**src/rtl/uart_tx_framer.sv**
```systemverilog
// uart_tx_framer: serialises one DATA_WIDTH-bit word per request into an
// asynchronous serial frame. The frame is a start bit (0), the data bits LSB
// first, an optional parity bit and a stop bit (1). The parity value comes
// from an external parity calculator.
//
// Every line bit starts and ends on a baud_tick strobe, so each bit lasts
// exactly one baud period. After an accept the framer waits in LOAD for the
// next tick, so the start bit is never shortened.
//
// Build option:
//   UART_TX_TWO_STOP_BITS_EN  when defined, a second stop bit (STOP2) follows
//                             STOP, and frame_done moves one tick later.
module uart_tx_framer #(
  parameter int DATA_WIDTH = 8
) (
  input  logic                  clk,
  input  logic                  reset,
  input  logic                  baud_tick,
  input  logic                  data_valid,
  input  logic [DATA_WIDTH-1:0] parallel_data,
  input  logic                  parity_enable,
  input  logic                  parity_bit,
  output logic                  tx_out,
  output logic                  busy,
  output logic                  frame_done
);

  // The counter indexes the data bits 0..DATA_WIDTH-1. It stops at the last
  // index, so it never wraps. A one-bit payload still gets a 1-bit counter.
  localparam int CNT_W = (DATA_WIDTH > 1) ? $clog2(DATA_WIDTH) : 1;
  localparam logic [CNT_W-1:0] LAST_BIT = CNT_W'(DATA_WIDTH - 1);

  typedef enum logic [2:0] {
    S_IDLE,
    S_LOAD,
    S_START,
    S_DATA,
    S_PARITY,
`ifdef UART_TX_TWO_STOP_BITS_EN
    S_STOP,
    S_STOP2
`else
    S_STOP
`endif
  } state_e;

  state_e                  state_q, state_d;
  logic [DATA_WIDTH-1:0]   shift_q, shift_d;
  logic [CNT_W-1:0]        cnt_q,   cnt_d;
  logic                    flag_q,  flag_d;
  logic                    tx_q,    tx_d;
  logic                    busy_q,  busy_d;
  logic                    done_q,  done_d;
  logic [DATA_WIDTH-1:0]   shift_nx;
  logic                    last_bit;

  assign shift_nx = shift_q >> 1;
  assign last_bit = (cnt_q == LAST_BIT);

  // State register. An asynchronous reset aborts any frame in progress.
  always_ff @(posedge clk or negedge reset) begin
    // NOTE: clocked state uses non-blocking assignments, so every register
    // samples the values from before the edge, whatever the order of the blocks.
    if (!reset) begin
      state_q <= S_IDLE;
    end else begin
      state_q <= state_d;
    end
  end

  // Next-state logic. Outside IDLE, the state only moves on a baud tick.
  always_comb begin
    // NOTE: a default assignment comes first in every combinational block.
    // A path that does not assign a variable would otherwise infer a latch.
    state_d = state_q;
    unique case (state_q)
      S_IDLE: begin
        if (data_valid) begin
          state_d = S_LOAD;
        end
      end
      S_LOAD: begin
        if (baud_tick) begin
          state_d = S_START;
        end
      end
      S_START: begin
        if (baud_tick) begin
          state_d = S_DATA;
        end
      end
      S_DATA: begin
        if (baud_tick && last_bit) begin
          state_d = flag_q ? S_PARITY : S_STOP;
        end
      end
      S_PARITY: begin
        if (baud_tick) begin
          state_d = S_STOP;
        end
      end
      S_STOP: begin
        if (baud_tick) begin
`ifdef UART_TX_TWO_STOP_BITS_EN
          state_d = S_STOP2;
`else
          state_d = S_IDLE;
`endif
        end
      end
`ifdef UART_TX_TWO_STOP_BITS_EN
      S_STOP2: begin
        if (baud_tick) begin
          state_d = S_IDLE;
        end
      end
`endif
      default: state_d = S_IDLE;
    endcase
  end

  // Output and datapath logic. This block computes the next value of the
  // serial line, the status flags and the shift register, counter and flag.
  always_comb begin
    tx_d    = tx_q;
    busy_d  = busy_q;
    done_d  = 1'b0;
    shift_d = shift_q;
    cnt_d   = cnt_q;
    flag_d  = flag_q;
    unique case (state_q)
      S_IDLE: begin
        tx_d   = 1'b1;
        busy_d = 1'b0;
        // A request is taken only here. While busy, new requests are
        // ignored and the latched word and flag stay unchanged.
        if (data_valid) begin
          shift_d = parallel_data;
          flag_d  = parity_enable;
          cnt_d   = '0;
          busy_d  = 1'b1;
        end
      end
      S_LOAD: begin
        // The line stays idle until the next tick. This aligns the start bit
        // to a full baud period.
        if (baud_tick) begin
          tx_d = 1'b0;
        end
      end
      S_START: begin
        if (baud_tick) begin
          tx_d  = shift_q[0];
          cnt_d = '0;
        end
      end
      S_DATA: begin
        if (baud_tick) begin
          if (last_bit) begin
            // The parity value is captured on the edge that enters PARITY.
            // It then stays fixed for the whole parity bit.
            tx_d = flag_q ? parity_bit : 1'b1;
          end else begin
            shift_d = shift_nx;
            cnt_d   = cnt_q + CNT_W'(1);
            tx_d    = shift_nx[0];
          end
        end
      end
      S_PARITY: begin
        if (baud_tick) begin
          tx_d = 1'b1;
        end
      end
      S_STOP: begin
        if (baud_tick) begin
          tx_d = 1'b1;
`ifndef UART_TX_TWO_STOP_BITS_EN
          busy_d = 1'b0;
          done_d = 1'b1;
`endif
        end
      end
`ifdef UART_TX_TWO_STOP_BITS_EN
      S_STOP2: begin
        if (baud_tick) begin
          tx_d   = 1'b1;
          busy_d = 1'b0;
          done_d = 1'b1;
        end
      end
`endif
      default: begin
        tx_d   = 1'b1;
        busy_d = 1'b0;
      end
    endcase
  end

  // Datapath and output registers. The line idles high through reset.
  always_ff @(posedge clk or negedge reset) begin
    // NOTE: the shift register, counter and flag are cleared by reset like the
    // control state, so an aborted frame leaves nothing behind.
    if (!reset) begin
      shift_q <= '0;
      cnt_q   <= '0;
      flag_q  <= 1'b0;
      tx_q    <= 1'b1;
      busy_q  <= 1'b0;
      done_q  <= 1'b0;
    end else begin
      shift_q <= shift_d;
      cnt_q   <= cnt_d;
      flag_q  <= flag_d;
      tx_q    <= tx_d;
      busy_q  <= busy_d;
      done_q  <= done_d;
    end
  end

  assign tx_out     = tx_q;
  assign busy       = busy_q;
  assign frame_done = done_q;

endmodule

```
**config.mk**
```make
export PLATFORM = sky130hd
export DESIGN_NAME = uart_tx_framer
export DESIGN_NICKNAME = d
export VERILOG_FILES = /design/src/rtl/uart_tx_framer.sv
export SDC_FILE = /design/constraint.sdc
export NUM_CORES = 1
export LEC_CHECK = 0
export CAP_MARGIN = 20
export CORE_MARGIN = 2
export CORE_UTILIZATION = 51
export DETAILED_ROUTE_END_ITERATION = 16
export PLACE_DENSITY = 0.77
export SLEW_MARGIN = 20
export SYNTH_ARGS = -nofsm -noshare
export SYNTH_HDL_FRONTEND = slang
export SYNTH_SLANG_ARGS = --single-unit
```
**constraint.sdc**
```tcl
create_clock -name clk -period 2.26 [get_ports clk]
set_input_delay 0.452 -clock clk [delete_from_list [all_inputs] [get_ports clk]]
set_output_delay 0.452 -clock clk [all_outputs]
set_load 0.03 [all_outputs]
```
Yosys cells after proc, flatten, opt, wreduce, memory -nomap -nowiden
Index checks and enable logic that the tools add are counted.
{ "classes": {"n_addsub": 1, "eq_ne": 15, "muxes": 27, "bitwise": 1, "reduce_logical": 12} }
{ "op_table": {"columns": ["operator", "count"], "rows": [
  ["3-bit two-way mux", 9],
  ["8-bit two-way mux", 3],
  ["3-bit one-hot mux with 6 select lines", 1],
  ["2-bit inequality test, second input constant", 8],
  ["8-bit one-hot mux with 2 select lines", 1],
  ["1-bit two-way mux", 10],
  ["3-bit == test, second input constant", 3],
  ["3-bit one-hot mux with 3 select lines", 1],
  ["4-bit AND reduction", 2],
  ["3-bit by 2-bit == test with 1-bit output, second input constant", 2],
  ["6-bit AND reduction", 1],
  ["5-bit AND reduction", 1],
  ["1-bit one-hot mux with 4 select lines", 1],
  ["2-bit AND reduction", 2],
  ["4-bit OR reduction", 1],
  ["3-bit by 1-bit adder with 3-bit output, second input constant", 1],
  ["3-bit by 1-bit == test with 1-bit output, second input constant", 1],
  ["3-bit zero test", 1],
  ["1-bit one-hot mux with 3 select lines", 1],
  ["3-bit nonzero test", 1],
  ["2-bit by 1-bit inequality test with 1-bit output, second input constant", 1],
  ["2-bit nonzero test", 1],
  ["2-bit OR reduction", 1],
  ["1-bit logical AND", 1],
  ["1-bit NOT", 1]
]} }
{ "totals": {"reg_bits": 18, "input_bits": 14, "output_inout_bits": 3, "elab_cells": 63} }

Logic depth before layout (Yosys ltp)
Gate-level depths: netlist of run 1.
{ "depth": {"depth_word": 4, "ltp_mapped": 5, "mapped_depth_nobuf": 5} }

Least setup slack after synthesis of run 1
No wires, ideal clock.
{ "synth_timing": {"kind": "reg2reg", "from": "register cnt_q[0]", "to": "register shift_q[0]", "setup_ns": 0.125, "arrival_time_ns": 1.626, "required_ns": 2.135, "path_slack_ns": 0.509, "stages_incl_launch_ff": 6, "path_buffers": 0, "synth_period_minus_slack_ns": 1.751, "path_cell_list": "dfrtp_1 ha_1 ha_1 nand4b_1 a21oi_4 mux2_2"} }
{ "synth_between": {"elab_chain_len": 3} }
{ "synth_rtl": {"columns": ["item", "line", "source"], "rows": [
  ["start, declared", "49", "logic [CNT_W-1:0] cnt_q, cnt_d;"],
  ["start signal, assigned", "213", "cnt_q <= cnt_d;"],
  ["3-bit == test", "58", "assign last_bit = (cnt_q == LAST_BIT);"],
  ["2-bit inequality test (no line)", null, null],
  ["4-bit AND reduction (no line)", null, null],
  ["end signal, assigned", "212", "shift_q <= shift_d;"],
  ["end, declared", "48", "logic [DATA_WIDTH-1:0] shift_q, shift_d;"]
]} }
Every way passes these cells.
A chain may end at the register's enable or synchronous reset.

Worst setup path in the final report of run 1
{ "layout_timing": {"from": "register tx_q, in the netlist tx_out", "to": "output tx_out"} }
{ "layout_lines": {"columns": ["item", "line", "source"], "rows": [
  ["start, declared", "51", "logic tx_q, tx_d;"],
  ["start signal, assigned", "215", "tx_q <= tx_d;"],
  ["end, declared", "23", "output logic tx_out,"]
]} }
No word-level cell between the ends.

==> flow_summary.ini, run 1 <==
[drt]
ant_nets = 0
postRouteWirelength_mm = 1.80
drc = 0
dr.pass1.iters = 2
vias = 689
wl_per_cell_um = 14.1
viasPerCell = 5.38
drt-initial-drc-count = 4

[floorplan]
start_util_pct = 55.4
die_h_um = 47.8
die-area_um2 = 2280
coreArea_um2 = 1760
fp-row-count = 15
fp.dieW_um = 47.8
ios = 17

[worst_setup_path]
path_class = flip-flop to primary output
cpPeakStageDelay_ps = 660
r2r_slack_ps = 430
reg2reg_from = cnt_q[0]
path_max_fanout = 3
crit_arrival_ps = 1530
crit_family = buffers and inverters
path_cells = clkdlybuf4s50_1
path_buf_inv = 1
critPathCaptureType = primary output
reg2regPathDepth = 5
crit_slowest_cell = clkdlybuf4s50_1
crit_path_start_kind = flip-flop
critical_path_required_ps = 1810
r2r_end = shift_q[0]

[timing]
final_max_slew_viol_count = 0
rsz0062_at_grt = false
max_freq_ghz = 0.505
tns_ps = 0
finalSetupViolCount = 0
finClkSkew_ps = 2.68
hold_viol = 0
slew_headroom_pct = 69.1
fin_crit_ps = 1980
whs_ps = 453
worst_pin_slew_ps = 458
finalCritPeriodShare_pct = 87.6

[cells_and_area]
drive_gt1_share_pct = 27.2
final_cell_area_um2 = 1210
finish.utilization_pct = 68.4
final_nets = 120
n_antenna_cell = 0
syn_to_final_growth_pct = 23.4
fin_cells = 128

[job]
drv_cap = 0

[placed_design]
gp_congestion = 0.797
hpwl_mm = 1.33
port_buffers = 16
dp_cells = 124
placed_cell_area_um2 = 1170

[pwr]
power_density_nw_per_um2 = 1230
vdd_drop_max_uv = 745
p_leak_nw = 0.540

[clocking]
clock_latency_ps = 310
clk_path_buf_depth = 2
cts_made_buffers = 3
numClockSinks = 18
htreeDepth = 1
ctsHoldBuffers = 0
cts_root_buf = clkbuf_4
tritoncts = yes
cts_resized = 0
post-cts-setup-buffers = 0
clkTransAtPathRegs_ps = 110

[min_path]
hold_path.class = input port to asynchronous set/reset pin

[yosys]
postSynthAreaPerCell_um2 = 11.6
synthSimpleGateAreaFrac_pct = 12.5
synth_nets = 100
synthAdderAreaFrac_pct = 2.56
synth_top_family_by_area = multiplexers
ys_seq_area_share_pct = 46.2
ys_types = 33
yosys_warnings = 0
syn-cell-area_um2 = 977
synth-compound-area-share_pct = 12.9
postSynthCellCount = 84
synth_xor_area_share_pct = 0
ys_ff_latch = 18
synthMuxAreaShare_pct = 21.6

[grt]
grt_pass1_wl_mm = 2.86
grt_max_degree = 19
antenna_found_initial = 0
overflow = 0
grt_pass1_vias = 655
grt.total_usage_pct = 18.7

[status]
status = complete, no violations
==> cells by family (layout without fill, tap and decap cells) <==
logic type,Yosys count,after routing
muxes,19,19
AOI/OAI and AO/OA,16,16
buffers and inverters,8,27
adders and majority gates,2,2
DFF,18,18
and+or+nand+nor,21,21
==> worst max-delay path by stage <==
stage                from    endpoint  slack (ps)  depth (start not counted)
2_1_floorplan    cnt_q[0]  shift_q[0]         510                          5
3_3_place_gp   data_valid  shift_q[3]         100                          4
3_5_place_dp   data_valid  shift_q[0]          60                          4
4_1_cts            tx_out      tx_out         270                          1
5_1_grt            tx_out      tx_out         240                          1
6_report           tx_out      tx_out         280                          1
==> flip-flops by register name, indices dropped and copies added (netlist names) <==
register    count
flag_q          1
shift_q         8
tx_out          1
cnt_q           3
state_q         3
busy            1
frame_done      1
==> per-stage QoR <==
step | setup slack, ps | power, mW
floorplan | 509 | 1.12
global placement | 97.0 | 1.25
detailed placement | 64.1 | 1.28
CTS | 269 | 1.49
global route | 242 | 1.58
finish | 281 | 1.48
==> layout by cell type (no fill, tap or decap), types with 3 or more instances in the layout <==
cell / count
buf_4: 4
o22ai_1: 3
clkdlybuf4s50_1: 16
mux2_2: 17
nand2b_1: 3
inv_1: 3
clkbuf_4: 3
dfrtp_1: 17
nor2_1: 6
==> layout make-up <==
type / count / area, um^2
well taps: 25 / 31.3
multi-input cells: 58 / 485
fillers: 147 / 558
flip-flops and latches: 18 / 452
clock buffers: 4 / 36.3
inverters: 3 / 11.3
repair buffers: 20 / 190
==> synth_stat cells <==
cell type / count / area [um^2]
or3b_1: 1 / 8.76
nand3_1: 1 / 5.00
nand4b_1: 1 / 8.76
a22o_1: 2 / 17.5
and3b_1: 1 / 8.76
o211ai_1: 1 / 7.51
buf_2: 2 / 10.0
nand2_1: 2 / 7.51
nand3b_1: 1 / 7.51
o21ai_0: 1 / 5.00
a21oi_1: 2 / 10.0
dfrtp_1: 17 / 425
nor2_1: 6 / 22.5
dfstp_2: 1 / 26.3
nand2b_1: 3 / 18.8
mux2_2: 17 / 191
and2_1: 1 / 6.26
clkbuf_1: 1 / 3.75
a211oi_1: 2 / 15.0
buf_1: 1 / 3.75
nor4b_1: 1 / 8.76
o32a_1: 1 / 10.0
ha_1: 2 / 25.0
o22ai_1: 3 / 18.8
a21o_1: 1 / 7.51
inv_1: 3 / 11.3
a21oi_4: 1 / 16.3
a21boi_0: 1 / 7.51
buf_6: 1 / 11.3
nor4bb_1: 1 / 10.0
o221a_2: 1 / 11.3
nor3_1: 2 / 10.0
mux2i_1: 2 / 20.0
==> where the power goes <==
part | total, mW | switching [mW] | internal (mW)
Combinational | 0.690 | 0.281 | 0.409
Clock | 0.209 | 0.110 | 0.0985
Sequential | 0.581 | 0.118 | 0.462
Total | 1.48 | 0.509 | 0.970
==> metal layers <==
layer | vias up | share of wire (%) | global-route usage [%]
met3 | 5 | 3.2 | 2.26
met5 | - | 0 | 0
li1 | 349 | - | -
met4 | 0 | 2.3 | 11.4
met2 | 9 | 46 | 27.5
met1 | 326 | 49 | 26.2
Power figures use the tool's default switching activity.
==> run 2, diff against run 1 <==
Settings changed: HOLD_SLACK_MARGIN set to 0.06.
==> results of run 2 <==
Final layout, timing and power as in run 1 (identical DEF).
